$ cat src/rtl/cpu_phase_sequencer_if.sv
// rtl/cpu_phase_sequencer_if.sv - control/status bundle between board controls, core and phase sequencer
//
// master: board/core side, drives the controls and observes the phase outputs.
// slave : cpu_phase_sequencer.
//   div_load, div_value        divisor load strobe and value (0 means 1)
//   run, halt, step, halt_req  execution control requests
//   phase, phase_en            current phase and its enable for the core
//   running, instr_count       sequencer status

interface cpu_phase_sequencer_if #(
  parameter int DIV_WIDTH = 16
);
  logic                 div_load;
  logic [DIV_WIDTH-1:0] div_value;
  logic                 run;
  logic                 halt;
  logic                 step;
  logic                 halt_req;
  logic [1:0]           phase;
  logic                 phase_en;
  logic                 running;
  logic [31:0]          instr_count;

  modport master (
    output div_load, div_value, run, halt, step, halt_req,
    input  phase, phase_en, running, instr_count
  );

  modport slave (
    input  div_load, div_value, run, halt, step, halt_req,
    output phase, phase_en, running, instr_count
  );
endinterface

$ cat src/rtl/cpu_phase_sequencer.sv
// rtl/cpu_phase_sequencer.sv - FETCH/DECODE/EXECUTE/WRITEBACK sequencer with clock-enable divider and run/halt/step
//
// Ports:
//   clk    system clock
//   reset  asynchronous, active-high
//   bus    cpu_phase_sequencer_if.slave (controls in, phase/phase_en/running/instr_count out)

module cpu_phase_sequencer #(
  parameter int DIV_WIDTH     = 16,
  parameter int DEFAULT_DIV   = 50000,
  parameter bit START_RUNNING = 1'b0
) (
  input  logic                   clk,
  input  logic                   reset,
  cpu_phase_sequencer_if.slave   bus
);

  localparam logic [DIV_WIDTH-1:0] RESET_DIV =
    (DEFAULT_DIV < 1) ? DIV_WIDTH'(1) : DIV_WIDTH'(DEFAULT_DIV);

  localparam logic [1:0] PH_FETCH     = 2'd0;
  localparam logic [1:0] PH_WRITEBACK = 2'd3;

  typedef enum logic [1:0] {
    HALTED   = 2'd0,
    RUNNING  = 2'd1,
    STEPPING = 2'd2
  } state_t;

  localparam state_t RESET_STATE = START_RUNNING ? RUNNING : HALTED;

  state_t               state;
  logic [1:0]           phase;
  logic [DIV_WIDTH-1:0] divisor;
  logic [DIV_WIDTH-1:0] counter;
  logic                 pending;
  logic [31:0]          instr_count;

  logic [DIV_WIDTH-1:0] div_eff;
  logic                 tick;
  logic                 wb_tick;
  logic                 fetch_idle;
  logic                 halt_any;

  assign div_eff    = (divisor == '0) ? DIV_WIDTH'(1) : divisor;
  assign tick       = (state != HALTED) && (counter == div_eff - DIV_WIDTH'(1));
  assign wb_tick    = tick && (phase == PH_WRITEBACK);
  // No FETCH issued yet for the current instruction, so halting here loses nothing.
  assign fetch_idle = (phase == PH_FETCH) && !tick;
  assign halt_any   = bus.halt | bus.halt_req;

  assign bus.phase       = phase;
  assign bus.phase_en    = tick;
  assign bus.running     = (state != HALTED);
  assign bus.instr_count = instr_count;

  always_ff @(posedge clk or posedge reset) begin
    if (reset) begin
      state       <= RESET_STATE;
      phase       <= PH_FETCH;
      divisor     <= RESET_DIV;
      counter     <= '0;
      pending     <= 1'b0;
      instr_count <= 32'd0;
    end else begin
      if (bus.div_load) begin
        divisor <= bus.div_value;
      end
      if (tick) begin
        phase <= phase + 2'd1;
      end
      if (wb_tick) begin
        instr_count <= instr_count + 32'd1;
      end

      // Counter idles at 0 while halted, so the first tick lands div_eff
      // cycles after the start is accepted.
      if ((state == HALTED) || bus.div_load || tick) begin
        counter <= '0;
      end else begin
        counter <= counter + DIV_WIDTH'(1);
      end

      case (state)
        HALTED: begin
          pending <= 1'b0;
          if (!halt_any) begin
            if (bus.run) begin
              state <= RUNNING;
            end else if (bus.step) begin
              state <= STEPPING;
            end
          end
        end
        RUNNING: begin
          if ((pending || halt_any) && (fetch_idle || wb_tick)) begin
            state   <= HALTED;
            pending <= 1'b0;
            counter <= '0;
          end else begin
            pending <= pending | halt_any;
          end
        end
        STEPPING: begin
          if (wb_tick) begin
            state <= HALTED;
          end
        end
        default: begin
          state <= HALTED;
        end
      endcase
    end
  end

endmodule
$ cat src/flat_wrapper.sv
// flat-port wrapper written by rule: the top's interface ports become plain ports
module cpu_phase_sequencer_flat 
#(
  parameter int DIV_WIDTH     = 16,
  parameter int DEFAULT_DIV   = 50000,
  parameter bit START_RUNNING = 1'b0
)
  (clk, reset, bus_div_load, bus_div_value, bus_run, bus_halt, bus_step, bus_halt_req, bus_phase, bus_phase_en, bus_running, bus_instr_count);
  cpu_phase_sequencer_if #(.DIV_WIDTH(DIV_WIDTH)) bus_i ();
  input  logic clk;
  input  logic reset;
  input wire logic [$bits(bus_i.div_load)-1:0] bus_div_load;
  input wire logic [$bits(bus_i.div_value)-1:0] bus_div_value;
  input wire logic [$bits(bus_i.run)-1:0] bus_run;
  input wire logic [$bits(bus_i.halt)-1:0] bus_halt;
  input wire logic [$bits(bus_i.step)-1:0] bus_step;
  input wire logic [$bits(bus_i.halt_req)-1:0] bus_halt_req;
  output wire logic [$bits(bus_i.phase)-1:0] bus_phase;
  output wire logic [$bits(bus_i.phase_en)-1:0] bus_phase_en;
  output wire logic [$bits(bus_i.running)-1:0] bus_running;
  output wire logic [$bits(bus_i.instr_count)-1:0] bus_instr_count;
  assign bus_i.div_load = bus_div_load;
  assign bus_i.div_value = bus_div_value;
  assign bus_i.run = bus_run;
  assign bus_i.halt = bus_halt;
  assign bus_i.step = bus_step;
  assign bus_i.halt_req = bus_halt_req;
  assign bus_phase = bus_i.phase;
  assign bus_phase_en = bus_i.phase_en;
  assign bus_running = bus_i.running;
  assign bus_instr_count = bus_i.instr_count;
  cpu_phase_sequencer #(.DIV_WIDTH(DIV_WIDTH), .DEFAULT_DIV(DEFAULT_DIV), .START_RUNNING(START_RUNNING)) u_core (.clk(clk), .reset(reset), .bus(bus_i));
endmodule
$ cat config.mk
export PLATFORM = sky130hd
export DESIGN_NAME = cpu_phase_sequencer_flat
export DESIGN_NICKNAME = d
export VERILOG_FILES = /design/src/rtl/cpu_phase_sequencer_if.sv /design/src/rtl/cpu_phase_sequencer.sv /design/src/flat_wrapper.sv
export SDC_FILE = /design/constraint.sdc
export NUM_CORES = 1
export LEC_CHECK = 0
export BUFFER_PORTS_ARGS = -buffer_cell sky130_fd_sc_hd__buf_2
export CAP_MARGIN = 10
export CORE_MARGIN = 1
export CORE_UTILIZATION = 40
export CTS_CLUSTER_DIAMETER = 150
export CTS_CLUSTER_SIZE = 8
export DETAILED_ROUTE_END_ITERATION = 8
export RECOVER_POWER = 50
export SLEW_MARGIN = 5
export SYNTH_ARGS = -nofsm -noshare
export SYNTH_HDL_FRONTEND = slang
export SYNTH_SLANG_ARGS = --single-unit
$ cat constraint.sdc
create_clock -name clk -period 11.6 [get_ports clk]
set_input_delay 2.9 -clock clk [delete_from_list [all_inputs] [get_ports clk]]
set_output_delay 2.9 -clock clk [all_outputs]
set_load 0.005 [all_outputs]
Word level (Yosys, flattened, before mapping)
Cells that the tools add are included.

Word-level logic and storage cells: 47. Input port bits: 23. Register bits: 69.

Mux-type cells: 12. Bitwise gates (word level): 2. Equal/unequal tests: 8. Add/sub/neg operators: 4. Reduce and logical (&&, ||, !) cells: 15.

Operators by type and width (count): $mux 16 (4); $add 32x1->32 const B (1); $add 16x1->16 const B (1); $eq 16x16->1 (1); $logic_not 16->1 (1); $sub 16x1->16 const B (1); $mux 2 (5); $pmux 2 s3 (1); $eq 2x2->1 const B (2); $logic_and 1x1->1 (4); $logic_not 2->1 (2); $logic_or 1x1->1 (4); $ne 2x1->1 const B (2); $reduce_and 4->1 (1); $reduce_bool 2->1 (2); $ne 3x3->1 const B (1); $add 2x1->2 const B (1); $eq 2x1->1 const B (1); $ne 2x2->1 const B (1); $or 1x1->1 (2); $pmux 1 s2 (1); $logic_not 1->1 (1); $mux 1 (1).

Logic depth before layout (Yosys ltp)
Depth in word-level cells: 11. Depth in mapped cells: 14.

Least setup slack after synthesis
Ideal clock, no wire load.

Path kind: register to output. Start point: register u_core.divisor[0]. End point: output bus_phase_en. Stages on the path, launching flop included: 12. Slack: 5.726 ns. Arrival: 2.974 ns. Path through: dfrtp_1 -> or4_4 -> nor2_1 -> a21oi_1 -> ha_1 -> xnor2_1 -> a2111oi_0 -> o2111ai_1 -> nor4_1 -> o2111ai_1 -> nor4_1 -> and2_1.

Word-level cells in the longest chain between the ends: 5.

RTL lines: start: declaration (line cpu_phase_sequencer.sv:34) `logic [DIV_WIDTH-1:0] divisor;`; start signal: assignment (line cpu_phase_sequencer.sv:67) `divisor <= bus.div_value;`; $logic_not 16->1 (line cpu_phase_sequencer.sv:45) `assign div_eff = (divisor == '0) ? DIV_WIDTH'(1) : divisor;`; $mux 16 (*) (line cpu_phase_sequencer.sv:45); $sub 16x1->16 (*) (line cpu_phase_sequencer.sv:46) `assign tick = (state != HALTED) && (counter == div_eff - DIV_WIDTH'(1));`; $eq 16x16->1 (*) (line cpu_phase_sequencer.sv:46); $logic_and 1x1->1 (*) (line cpu_phase_sequencer.sv:46); end: declaration (line flat_wrapper.sv:19) `output wire logic [$bits(bus_i.phase_en)-1:0] bus_phase_en;`.

Mark *: on every way between the ends. The rest lies on a longest branch, timed or not.

Final worst setup path
Ends and elaborated chain as after synthesis.

==> summary.txt <==
Layout
  • Syn-to-layout area delta: 15.8%
  • N_diodes: 0
  • Fin cells: 580
  • Cell area after layout: 4520 µm²
  • Nets: 474
  • Share of cells above drive strength 1: 23.5%

Clocking
  • CTS tree: done
  • # resized after CTS: 0
  • CTS clk-pin slew, worst paths: 0.08 ns
  • Post-CTS setup buffers: 0
  • H-tree depth: 3
  • Clk buf depth: 2
  • Clock Latency Late Sink: 0.35 ns
  • Clk root buf: clkbuf_8
  • Cts bufs inserted: 9
  • Clock sink count: 69
  • Hold Buf Count CTS: 0

Global route
  • Pin count of the biggest net entering global routing: 70
  • Global Route Usage Sum: 18.9%
  • First-pass GRT wire length: 14800 µm
  • Vias in the first global route: 2871
  • Initial antenna violation count: 0
  • GRT overflow: 0

Hold path
  • Hold_sp: u_core.bus.instr_count[31]
  • Hold Crit Class: reg2reg
  • Hold Path Cell Cnt: 1
  • Hold path endpoint: u_core.bus.instr_count[31]

Power
  • Power Dens Cells: 118 nW/µm²
  • Max IR drop VDD: 0.0000488 V
  • Leak: 2.06 nW
  • Design Power: 0.533 mW

Setup path
  • Worst Reg2Reg Path Length in Cells: 12
  • Critical Path End Type: output pin
  • CP Class: reg2out
  • Reg2Reg Setup Slack: 7.21 ns
  • CP Data Arrival Time: 3.86 ns
  • Worst Path Max Fanout: 8
  • Reg2reg start: u_core.divisor[0]
  • Worst path required time: 8.70 ns
  • CP startpoint kind: flip-flop
  • CP max stage cell: or4_4
  • CP cell instances: or4_4, nor2_1, a21oi_1, ha_1, xnor2_1, a2111oi_0, o2111ai_1, nor4_1, o2111ai_1, nor4_1, and2_1, buf_2
  • Critical path's largest stage delay: 0.59 ns
  • Crit Reg-Reg Endpoint: u_core.counter[4]

Timing
  • Final hold violations: 0
  • RSZ-0062 raised after global routing: false
  • FMAX: 0.148 GHz
  • Final setup violation count: 0
  • Relative slew slack: -149%
  • Period minus WS final: 6.76 ns
  • Post-route clock period utilization: 58.2%
  • Slew @ Worst Pin: 3.74 ns
  • Setup TNS: 0 ns
  • Pins over their slew limit: 70
  • Clock Skew: 0.0149 ns
  • Hold_ws: 0.482 ns

Die
  • Initial cell density of the core: 41.7%
  • IO Count: 59
  • Rows: 35
  • Total core area: 9370 µm²
  • Die height: 101 µm
  • Die W: 101 µm
  • Die ar.: 10200 µm²

Drt
  • DR WL/cell: 15.3 µm
  • DR pass1 iterations: 4
  • Via count: 3035
  • Antenna viol nets, final: 0
  • Via density: 5.23
  • Post-Route WL: 8870 µm
  • Drt first-iter violations: 148
  • Remaining DRCs: 0

Yosys
  • Net count after synthesis: 412
  • Most numerous cell in the Yosys netlist: dfrtp_1
  • Yosys reg bits: 69
  • Yosys warns: 0
  • Syn Inst Count: 384
  • Syn_area_per_cell: 10.2 µm²
  • Cell taking the most area after synthesis: dfrtp_1
  • Synthesized area: 3910 µm²
  • Synth Flop Type: dfrtp_1
  • Synth cell types: 59
  • Post-synthesis sequential area ratio: 44.4%
  • Largest cells by area after synthesis: dfrtp_1, xnor2_1, xor2_1, mux2_2, dfstp_2
  • Number of synthesized flops with an enable pin: 0
  • Share of the synthesized area in the top cell type: 40.3%
  • Commonest cells in the netlist: dfrtp_1, nor2_1, xnor2_1
  • Async S/R FF share, synth: 100%

Status
  • Outcome: finished, violations left
  • Violated checks: capacitance limit, slew limit

Placement
  • Number of port buffers: 58
  • Final HPWL DP: 6520 µm
  • Routability cong.: 0.840
  • Cell count after placement: 564
  • Placed cell areas: 4320 µm²

Job
  • Max-Cap Viols: 1
cell usage in the layout, fill, tap and decap left out, drive strengths merged, types with 2 or more instances in the layout:
cell / instances
xor2: 31
nor4: 13
clkbuf: 13
a21oi: 8
dfstp: 6
buf: 56
and4: 3
nand4b: 2
ha: 5
nor2: 40
a311oi: 2
or4: 3
o21ai: 3
o2111ai: 3
xnor2: 33
nand4bb: 2
nand3: 23
inv: 17
a31oi: 2
a211o: 2
mux2: 16
a211oi: 5
or3: 4
nand4: 8
clkinvlp: 2
and3: 10
nand2: 28
nor3b: 2
dfrtp: 63
nand3b: 3
and4b: 2
nand2b: 2
and2: 6
nor3: 12
per-layer routing:
layer	share of wire [%]	vias to the layer above	global-route usage (%)
met5	0	-	0
met4	1.5	0	7.92
met3	3.3	11	2.77
met2	42	66	26.5
met1	53	1468	28.9
li1	-	1490	-
state kept, by name, indices dropped and copies added, names as in the netlist:
register and count:
u_core.pending 1, u_core.bus.instr_count 32, u_core.counter 16, u_core.state 2, u_core.bus.phase 2, u_core.divisor 16
final cells by class:
| cell class | count | area [µm²] |
|---|---|---|
| clock buffer | 10 | 138 |
| clock inverter | 6 | 67.6 |
| fill | 905 | 4850 |
| inverter | 15 | 56.3 |
| multi-input combinational | 292 | 2070 |
| sequential | 69 | 1730 |
| tap | 129 | 161 |
| timing repair buffer | 59 | 292 |
worst max path at each step:
stage / start / endpoint / slack, ns / depth (start not counted)
final: u_core.divisor[0] / bus_phase_en / 4.84 / 12
after global routing: u_core.divisor[0] / bus_phase_en / 4.58 / 12
after CTS: u_core.divisor[0] / bus_phase_en / 4.88 / 12
after detailed placement: u_core.divisor[0] / bus_phase_en / 5.25 / 12
after global placement: u_core.divisor[0] / bus_phase_en / 5.32 / 12
after floorplan: u_core.divisor[0] / bus_phase_en / 5.73 / 11
logic make-up after synthesis:
logic type	Yosys count	share of synthesized area [%]
adder cells (fa/ha/maj)	5	1.60
AND/OR/NAND/NOR	167	24.6
AO/OA/AOI/OAI	39	7.69
flip-flops	69	44.4
buffers and inverters	23	2.53
XOR/XNOR	64	14.3
multiplexers	17	4.87
worst max-delay path: cells and delay by family, from the launching register on:
kind	cells	cell delay, ns
AOI/OAI and AO/OA	4	0.78
xor gates and xnor gates	1	0.15
adders and majority gates	1	0.32
buffers and inverters	1	0.12
DFF	1	0.48
and+or+nand+nor	5	1.68
metrics by stage:
| step | setup slack, ns | utilization (%) |
|---|---|---|
| 6_report | 4.84 | 48.3 |
| 5_1_grt | 4.58 | 48.3 |
| 4_1_cts | 4.88 | 48.3 |
| 3_5_place_dp | 5.25 | 46.1 |
| 3_3_place_gp | 5.32 | 46.1 |
| 2_1_floorplan | 5.73 | - |
power breakdown:
group          total (mW)  switching [mW]  internal (mW)  leakage [nW]
registers           0.266          0.0156          0.250         0.918
logic              0.0600          0.0333         0.0267          1.04
clock network       0.207           0.101          0.106        0.0993
total               0.533           0.150          0.383          2.06
(Power assumes the default switching activity.)
